### config.mk
export PLATFORM = sky130hd
export DESIGN_NAME = inst_ram_loader_flat
export DESIGN_NICKNAME = d
export VERILOG_FILES = /design/src/rtl/inst_ram_loader_pkg.sv /design/src/rtl/inst_ram_loader_if.sv /design/src/rtl/inst_ram_loader_byte_sel.sv /design/src/rtl/inst_ram_loader.sv /design/src/flat_wrapper.sv
export SDC_FILE = /design/constraint.sdc
export NUM_CORES = 1
export LEC_CHECK = 0
export CAP_MARGIN = 5
export CORE_ASPECT_RATIO = 1.25
export CORE_MARGIN = 8
export CORE_UTILIZATION = 30
export CTS_CLUSTER_DIAMETER = 200
export DETAILED_ROUTE_END_ITERATION = 12
export GPL_ROUTABILITY_DRIVEN = 0
export PLACE_DENSITY_LB_ADDON = 0.1
export SLEW_MARGIN = 0
export SYNTH_ARGS = -nofsm -noshare
export SYNTH_HDL_FRONTEND = slang
export SYNTH_SLANG_ARGS = --single-unit
### constraint.sdc
create_clock -name CLK -period 2.7 [get_ports CLK]
set_input_delay 0.54 -clock CLK [delete_from_list [all_inputs] [get_ports CLK]]
set_output_delay 0.54 -clock CLK [all_outputs]
set_load 0.03 [all_outputs]
### src/rtl/inst_ram_loader_pkg.sv
// Shared types and constants for the instruction RAM boot loader.
// Holds the loader state encoding, the captured word payload and the big-endian byte-lane rule.
package inst_ram_loader_pkg;

  localparam int unsigned WORD_W         = 32;
  localparam int unsigned BYTE_W         = 8;
  localparam int unsigned BYTES_PER_WORD = 4;
  localparam int unsigned LANE_W         = 2;

  typedef enum logic [2:0] {
    ST_IDLE   = 3'd0,
    ST_ACCEPT = 3'd1,
    ST_WB0    = 3'd2,
    ST_WB1    = 3'd3,
    ST_WB2    = 3'd4,
    ST_WB3    = 3'd5,
    ST_DONE   = 3'd6
  } load_state_e;

  typedef struct packed {
    logic [WORD_W-1:0] data;
    logic              last;
  } word_beat_t;

  // Byte index 0 lands on the most significant lane, matching the fetch-side read of inst_ram256x8.
  localparam logic [LANE_W-1:0] BE_LANE0 = 2'd3;

  function automatic logic [LANE_W-1:0] be_lane(input logic [LANE_W-1:0] idx);
    return BE_LANE0 - idx;
  endfunction

endpackage

### src/rtl/inst_ram_loader_if.sv
// Program-word stream into the loader: valid/ready handshake with a last-word qualifier.
interface inst_ram_loader_if;
  import inst_ram_loader_pkg::*;

  logic              word_valid;
  logic [WORD_W-1:0] word_data;
  logic              word_last;
  logic              word_ready;

  modport master (output word_valid, output word_data, output word_last, input word_ready);
  modport slave  (input word_valid, input word_data, input word_last, output word_ready);

endinterface

### src/rtl/inst_ram_loader_byte_sel.sv
// 4:1 lane mux: picks the byte of a program word for a given big-endian byte index.
module loader_byte_sel
  import inst_ram_loader_pkg::*;
(
  input  logic [WORD_W-1:0] data_word,
  input  logic [LANE_W-1:0] idx,
  output logic [BYTE_W-1:0] lane_byte_c
);

  always_comb begin
    lane_byte_c = '0;
    case (be_lane(idx))
      2'd3:    lane_byte_c = data_word[31:24];
      2'd2:    lane_byte_c = data_word[23:16];
      2'd1:    lane_byte_c = data_word[15:8];
      default: lane_byte_c = data_word[7:0];
    endcase
  end

endmodule

### src/rtl/inst_ram_loader.sv
// Boot-time writer for the byte-addressed instruction RAM; streams words in as big-endian bytes
// and holds the core until a clean load completes.
module inst_ram_loader
  import inst_ram_loader_pkg::*;
#(
  parameter int unsigned ADDR_WIDTH = 8,
  parameter int unsigned DEPTH      = 256,
  parameter int unsigned CNT_WIDTH  = 7
) (
  input  logic                  CLK,
  input  logic                  CLR,
  input  logic                  start,
  inst_ram_loader_if.slave      word_if,
  output logic                  ram_we,
  output logic [ADDR_WIDTH-1:0] ram_addr,
  output logic [BYTE_W-1:0]     ram_data,
  output logic                  cpu_hold,
  output logic                  busy,
  output logic                  done,
  output logic                  overflow,
  output logic [CNT_WIDTH-1:0]  word_count
);

  // One extra bit so reaching DEPTH is visible instead of wrapping to address 0.
  localparam int unsigned BASE_W = ADDR_WIDTH + 1;

  load_state_e           state_q;
  logic [BASE_W-1:0]     base_q;
  logic [BASE_W-1:0]     base_next_c;
  word_beat_t            beat_q;
  logic                  word_ready_q;
  logic                  handshake_c;
  logic [WORD_W-1:0]     sel_word_c;
  logic [LANE_W-1:0]     sel_idx_c;
  logic [BYTE_W-1:0]     sel_byte_c;
  logic [ADDR_WIDTH-1:0] sel_addr_c;

  assign word_if.word_ready = word_ready_q;
  assign handshake_c        = (state_q == ST_ACCEPT) && word_if.word_valid && word_ready_q;
  assign base_next_c        = base_q + BASE_W'(BYTES_PER_WORD);

  // Byte to present on the next cycle: lane 0 of the incoming word, else the following lane.
  always_comb begin
    sel_word_c = beat_q.data;
    sel_idx_c  = '0;
    case (state_q)
      ST_ACCEPT: sel_word_c = word_if.word_data;
      ST_WB0:    sel_idx_c  = 2'd1;
      ST_WB1:    sel_idx_c  = 2'd2;
      ST_WB2:    sel_idx_c  = 2'd3;
      default:   sel_idx_c  = '0;
    endcase
  end

  assign sel_addr_c = base_q[ADDR_WIDTH-1:0] + ADDR_WIDTH'(sel_idx_c);

  loader_byte_sel u_byte_sel (
    .data_word   (sel_word_c),
    .idx         (sel_idx_c),
    .lane_byte_c (sel_byte_c)
  );

  always_ff @(posedge CLK) begin
    if (!CLR) begin
      state_q      <= ST_IDLE;
      base_q       <= '0;
      beat_q       <= '0;
      word_ready_q <= 1'b0;
      ram_we       <= 1'b0;
      ram_addr     <= '0;
      ram_data     <= '0;
      cpu_hold     <= 1'b1;
      busy         <= 1'b0;
      done         <= 1'b0;
      overflow     <= 1'b0;
      word_count   <= '0;
    end else begin
      case (state_q)
        ST_IDLE, ST_DONE: begin
          if (start) begin
            state_q      <= ST_ACCEPT;
            base_q       <= '0;
            word_count   <= '0;
            done         <= 1'b0;
            overflow     <= 1'b0;
            word_ready_q <= 1'b1;
            busy         <= 1'b1;
            cpu_hold     <= 1'b1;
          end
        end
        ST_ACCEPT: begin
          if (handshake_c) begin
            beat_q       <= '{data: word_if.word_data, last: word_if.word_last};
            state_q      <= ST_WB0;
            word_ready_q <= 1'b0;
            ram_we       <= 1'b1;
            ram_addr     <= sel_addr_c;
            ram_data     <= sel_byte_c;
          end
        end
        ST_WB0, ST_WB1, ST_WB2: begin
          state_q  <= (state_q == ST_WB0) ? ST_WB1 :
                      (state_q == ST_WB1) ? ST_WB2 : ST_WB3;
          ram_addr <= sel_addr_c;
          ram_data <= sel_byte_c;
        end
        ST_WB3: begin
          ram_we     <= 1'b0;
          ram_addr   <= '0;
          ram_data   <= '0;
          base_q     <= base_next_c;
          word_count <= word_count + CNT_WIDTH'(1);
          // A last word wins over the full check, so a program of exactly DEPTH bytes is clean.
          if (beat_q.last) begin
            state_q  <= ST_DONE;
            done     <= 1'b1;
            busy     <= 1'b0;
            cpu_hold <= 1'b0;
          end else if (base_next_c == BASE_W'(DEPTH)) begin
            state_q  <= ST_DONE;
            overflow <= 1'b1;
            busy     <= 1'b0;
            cpu_hold <= 1'b1;
          end else begin
            state_q      <= ST_ACCEPT;
            word_ready_q <= 1'b1;
          end
        end
        default: state_q <= ST_IDLE;
      endcase
    end
  end

endmodule

### src/flat_wrapper.sv
// flat-port wrapper written by rule: the top's interface ports become plain ports
module inst_ram_loader_flat import inst_ram_loader_pkg::*;
#(
  parameter int unsigned ADDR_WIDTH = 8,
  parameter int unsigned DEPTH      = 256,
  parameter int unsigned CNT_WIDTH  = 7
)
  (CLK, CLR, start, ram_we, ram_addr, ram_data, cpu_hold, busy, done, overflow, word_count, word_if_word_valid, word_if_word_data, word_if_word_last, word_if_word_ready);
  inst_ram_loader_if word_if_i ();
  input  logic CLK;
  input  logic CLR;
  input  logic start;
  output logic ram_we;
  output logic [ADDR_WIDTH-1:0] ram_addr;
  output logic [BYTE_W-1:0] ram_data;
  output logic cpu_hold;
  output logic busy;
  output logic done;
  output logic overflow;
  output logic [CNT_WIDTH-1:0] word_count;
  input wire logic [$bits(word_if_i.word_valid)-1:0] word_if_word_valid;
  input wire logic [$bits(word_if_i.word_data)-1:0] word_if_word_data;
  input wire logic [$bits(word_if_i.word_last)-1:0] word_if_word_last;
  output wire logic [$bits(word_if_i.word_ready)-1:0] word_if_word_ready;
  assign word_if_i.word_valid = word_if_word_valid;
  assign word_if_i.word_data = word_if_word_data;
  assign word_if_i.word_last = word_if_word_last;
  assign word_if_word_ready = word_if_i.word_ready;
  inst_ram_loader #(.ADDR_WIDTH(ADDR_WIDTH), .DEPTH(DEPTH), .CNT_WIDTH(CNT_WIDTH)) u_core (.CLK(CLK), .CLR(CLR), .start(start), .word_if(word_if_i), .ram_we(ram_we), .ram_addr(ram_addr), .ram_data(ram_data), .cpu_hold(cpu_hold), .busy(busy), .done(done), .overflow(overflow), .word_count(word_count));
endmodule
==> reports/qor.txt, run 1 <==
Power Density = 608.3 mW/mm²
reg-to-reg startpoint = u_core.state_q[2]
Worst-path clk slew = 0.06 ns
Syn-to-layout area delta = 31.89%
RSZ-0062 raised after global routing = no
Mean Syn Cell Area = 8.051 µm²
Synth Area in Compound Gates = 0.2602
buffers added on ports = 65
gr ovfl total = 0
Iter 0 DRT Violations = 183
FF-to-FF path depth = 4
Hold Path Sink = u_core.beat_q[15]
Worst Setup End Kind = register
post-synth top area share = 0.4193
xor and xnor area share after synthesis = 0.007752
Syn Inst Count = 421
crit path DAT = 2.35 ns
share of cells above drive strength 1 = 0.07484
Peak VDD IR = 0.0003056 V
worst r2r dst = u_core.ram_data[3]
CTS sink count = 71
setup violators final = 0
H-tree levels = 3
full die area = 0.01498 mm²
Rows = 43
Die X = 111.1 µm
Synthesized Nets = 462
Hold Crit Class = reg2reg
fill count = 1157
Crit Path Category = reg2reg
fmax = 0.4664 GHz
Bufs on Longest Clock Path = 2
HPWL after DPL = 7.094 mm
top cells by area, synth = dfxtp_1 42%, nand2_1 10%, a21oi_1 8.9%
drt pass-1 iters = 5
largest net degree at the start of global routing = 35
FF+latch count, synth = 71
critical-path maximum fanout = 17
area leader, netlist = dfxtp_1
Leak = 0.001542 µW
TritonCTS clock tree = built
Mapped Area = 0.003390 mm²
Final Slew Violations = 0
post-DR vias/cell = 5.232
Pwr Total = 2719 µW
status = complete, no violations
Hold Vio Cnt, Final = 0
setup tns final = 0 ns
Avg WL per Cell = 16.38 µm
Root Driver = clkbuf_16
Antenna Violating Nets Remaining = 0
top_reg_cell synth = dfxtp_1
vias post-DR = 3223
first-pass GRT wire length = 16.44 mm
simple-gate portion of the synthesized area = 0.2233
die height = 134.8 µm
Post-synth EDFFs = 0
worst-skew pair later-pin latency = 0.33 ns
Critical Path RT = 2.90 ns
ys async rst share = 0
nets = 517
initial antenna violation count = 0
most frequent cell after synthesis = nand2_1
Worst Hold Depth = 2
# diodes = 0
synth cell count leaders = 90 x nand2_1, 71 x dfxtp_1, 60 x a21oi_1
gr usage total = 0.1355
Startpoint Class = register
clock buffer count from CTS = 9
fin crit period = 2.144 ns
post-synthesis mux area share = 0.02104
clk_skew = 0.005176 ns
internal reg-to-reg setup slack = 0.56 ns
post-CTS setup buffer count = 0
number of global-route vias before repair = 3185
Starting Density = 0.3058
crit share post-route = 0.7941
core box area = 0.01108 mm²
max_slew headroom = 0.4386
sequential element share of the synthesized area = 0.4193
DRC = 0
measured slew at the worst slew-check pin = 0.8357 ns
hold path start = u_core.beat_q[15]
hold_buf cts = 0
WL final = 10.09 mm
largest family of logic cells by synthesized area = compound AO/OA/AOI/OAI gates
Ys Warns = 0
# IOs = 66
adder-cell area share of the yosys netlist = 0.01477
count of cell types in the netlist = 51
PostCTS Resize Cnt = 0
Max-Cap Viols = 0
-- stage by stage --
stage | hold slack, ns | worst slack (ns) | cells | area (µm²) | utilization
4_1_cts | 0.4555 | 0.6025 | 616 | 4471 | 0.4034
2_1_floorplan | 0.4329 | 1.061 | 421 | 3390 | -
5_1_grt | 0.4712 | 0.4126 | 616 | 4471 | 0.4034
3_3_place_gp | 0.4443 | 0.4469 | 600 | 4133 | 0.3729
3_5_place_dp | 0.4478 | 0.4603 | 600 | 4133 | 0.3729
6_report | 0.4533 | 0.5559 | 616 | 4471 | 0.4034
-- layer usage --
layer  part of all wire  track usage  vias to the layer above
met2               0.51       0.2376                       77
met3              0.043      0.02841                       14
met5                  0            0                        -
li1                   -            -                     1620
met4              0.020      0.06533                        0
met1               0.43       0.1531                     1512
-- where the power goes --
part	switching (µW)	internal (µW)	leakage [µW]
combinational	144	125	0.000802
sequential	27.1	1070	0.000574
clock	450	901	0.000166
-- logic make-up after synthesis --
kind of cell             count (synthesis)
AND/OR/NAND/NOR                        160
AO/OA/AOI/OAI                          137
XOR/XNOR                                 3
adder cells (fa/ha/maj)                  4
multiplexers                             7
buffers and inverters                   38
flip-flops                              71
other                                    1
-- registers in the layout, indices dropped and copies added, names as in the netlist --
name and count:
u_core.ram_addr 8, u_core.beat_q 32, u_core.busy 1, u_core.word_if.word_ready 1, u_core.ram_data 8, u_core.state_q 3
u_core.base_q 7, u_core.overflow 1, u_core.done 1, u_core.cpu_hold 1, u_core.word_count 7, u_core.ram_we 1
-- how the worst max path moves through the flow --
stage                               from            endpoint  slack, ns  depth (start not counted)
2_1_floorplan  u_core.word_if.word_ready   u_core.beat_q[10]       1.06                          6
3_5_place_dp          word_if_word_valid  u_core.ram_data[3]       0.46                          6
4_1_cts        u_core.word_if.word_ready  word_if_word_ready       0.60                          1
5_1_grt                u_core.state_q[2]  u_core.ram_data[3]       0.41                          4
6_report               u_core.state_q[2]  u_core.ram_data[3]       0.56                          4
3_3_place_gp          word_if_word_valid  u_core.ram_data[5]       0.45                          6
-- layout by cell type, fill, tap and decap left out, drive strengths merged, types with 5 or more instances in the layout --
cell type / Yosys / routed
nand3: 14 / 14
buf: 20 / 10
nand2: 90 / 90
nor2b: 9 / 9
a21oi: 60 / 60
clkdlybuf4s50: 0 / 65
o21ai: 21 / 21
and2: 5 / 5
a221oi: 5 / 5
a22o: 8 / 8
nor2: 17 / 17
nand2b: 7 / 7
mux2i: 6 / 6
a221o: 9 / 9
dfxtp: 71 / 71
a31oi: 6 / 6
o22ai: 8 / 8
clkbuf: 11 / 10
inv: 7 / 7
-- area by class of cell --
type                            count  area [µm²]  share of cell area
Tap cell                          135       168.9             0.03778
Multi-Input combinational cell    312        1790              0.4005
Timing Repair Buffer               75       725.7              0.1623
Clock inverter                      6       108.9             0.02435
Sequential cell                    71        1421              0.3179
Inverter                            7       26.28            0.005877
Clock buffer                       10       229.0             0.05122
-- worst max-delay path: stages, from the launching register on --
cell,delay (ns)
dfxtp_1,0.75
nor2b_1,0.31
a221o_1,0.46
a222oi_1,0.36
o22ai_1,0.13
Power figures use the tool's default switching activity.
==> run 2, diff against run 1 <==
==> constraint.sdc (replaced) <==
create_clock -name CLK -period 2.12 [get_ports CLK]
set_input_delay 0.424 -clock CLK [delete_from_list [all_inputs] [get_ports CLK]]
set_output_delay 0.424 -clock CLK [all_outputs]
set_load 0.03 [all_outputs]
==> run 2 against run 1 <==
Net effect:
- worst hold slack improved by 0.0016 ns
- via count down 0.74%
- critical path type is now reg2out
- design area increased by 0.90%
- final cell count is 1.6% higher
- total power up 16%
- clock power is 4% higher
- non-clock buffer count increased by 10
- first-iteration DRC count shrank 15%
==> reports/qor.txt, run 2 (synthesis gave the netlist of run 1 again) <==
Antenna Violating Nets Remaining = 0
cells along the critical path = clkdlybuf4s50_1
drt pass-1 iters = 4
Worst Setup End Kind = output pin
setup violators final = 0
clock buffer count from CTS = 9
HPWL after DPL = 7.120 mm
hold path start = u_core.beat_q[9]
buffers added on ports = 65
critical-path maximum fanout = 8
Final Slew Violations = 0
Buf+Inv Stages, Crit Path = 1
post-CTS setup buffer count = 0
Hold Vio Cnt, Final = 0
fin crit period = 1.987 ns
gr usage total = 0.1287
share of cells above drive strength 1 = 0.09165
# diodes = 0
Top reg by flops = u_core.beat_q
nets = 527
CP top delay family = buffers and inverters
Power Density = 698.5 mW/mm²
measured slew at the worst slew-check pin = 0.6842 ns
Hold Path Sink = u_core.beat_q[9]
TritonCTS clock tree = built
fill count = 1177
internal reg-to-reg setup slack = 0.24 ns
worst r2r dst = u_core.base_q[7]
number of global-route vias before repair = 3143
critical path depth in cells = 1
Leak = 0.001571 µW
Util after Layout = 0.4070
max_slew headroom = 0.5404
core box area = 0.01108 mm²
CP max stage cell = clkdlybuf4s50_1
Worst-path clk slew = 0.06 ns
Multi-input gate area = 0.001790 mm²
post-DR vias/cell = 5.110
Critical Path RT = 1.70 ns
WL final = 9.746 mm
most frequent cells in the layout = 90 x nand2_1, 71 x dfxtp_1, 65 x clkdlybuf4s50_1
die height = 134.8 µm
reg-to-reg startpoint = u_core.state_q[1]
Syn-to-layout area delta = 33.08%
Peak VDD IR = 0.0003291 V
FF-to-FF path depth = 5
vias post-DR = 3199
largest net degree at the start of global routing = 34
setup tns final = 0 ns
crit path DAT = 1.56 ns
clk_skew = 0.006840 ns
hold_buf cts = 0
Starting Density = 0.3058
H-tree levels = 3
initial antenna violation count = 0
commonest non-fill, non-tap cell in the layout = nand2_1
number of flip-flops in the largest register = 32
Bufs on Longest Clock Path = 2
Max-Cap Viols = 0
Startpoint Class = register
RSZ-0062 raised after global routing = no
full die area = 0.01498 mm²
Hold Crit Class = reg2reg
worst-skew pair later-pin latency = 0.33 ns
Rows = 43
crit share post-route = 0.9373
DRC = 0
PostCTS Resize Cnt = 0
first-pass GRT wire length = 15.84 mm
CP peak stage delay = 0.74 ns
# IOs = 66
fmax = 0.5032 GHz
Reg area = 0.001421 mm²
Worst Hold Depth = 2
Root Driver = clkbuf_16
Avg WL per Cell = 15.57 µm
CTS sink count = 71
gr ovfl total = 0
Crit Path Category = reg2out
largest registers = u_core.beat_q (32), u_core.ram_addr (8), u_core.ram_data (8)
Iter 0 DRT Violations = 155
Die X = 111.1 µm
status = complete, no violations
[run 2: per-layer routing]
layer  routed length, µm  track usage  part of all wire  up-vias
met5                   0            0                 0        -
met4                  97      0.05345             0.010        0
met3                 315      0.03063             0.032        4
met2                4944       0.2273              0.51       59
met1                4388       0.1452              0.45     1503
li1                    -            -                 -     1633
[run 2: how the worst max path moves through the flow]
stage / end / startpoint
after floorplan: u_core.beat_q[10] / u_core.word_if.word_ready
after global placement: u_core.ram_data[5] / word_if_word_valid
after detailed placement: u_core.ram_data[4] / word_if_word_valid
after CTS: word_if_word_ready / u_core.word_if.word_ready
after global routing: u_core.word_count[2] / u_core.state_q[1]
final: word_if_word_ready / u_core.word_if.word_ready
[run 2: where the power goes]
group | internal (µW) | switching [µW] | leakage [µW]
Combinational | 171 | 190 | 0.000862
Clock | 852 | 544 | 0.000136
Sequential | 1370 | 27.3 | 0.000574
[run 2: area by class of cell]
type | instances | share of cell area
Clock buffer | 13 | 0.05770
Clock inverter | 3 | 0.003883
Inverter | 7 | 0.005825
Multi-Input combinational cell | 312 | 0.3969
Sequential cell | 71 | 0.3151
Tap cell | 135 | 0.03745
Timing Repair Buffer | 85 | 0.1831
[run 2: stage by stage]
stage	instances	power [µW]	hold slack [ns]	worst slack (ns)	cell area, µm²
CTS	626	3201	0.4575	0.1234	4511
detailed placement	610	1787	0.4498	0.1063	4233
global route	626	3291	0.4786	0.08205	4511
global placement	610	1785	0.4439	0.1709	4233
floorplan	421	1612	0.4329	0.4805	3390
finish	626	3151	0.4549	0.1329	4511
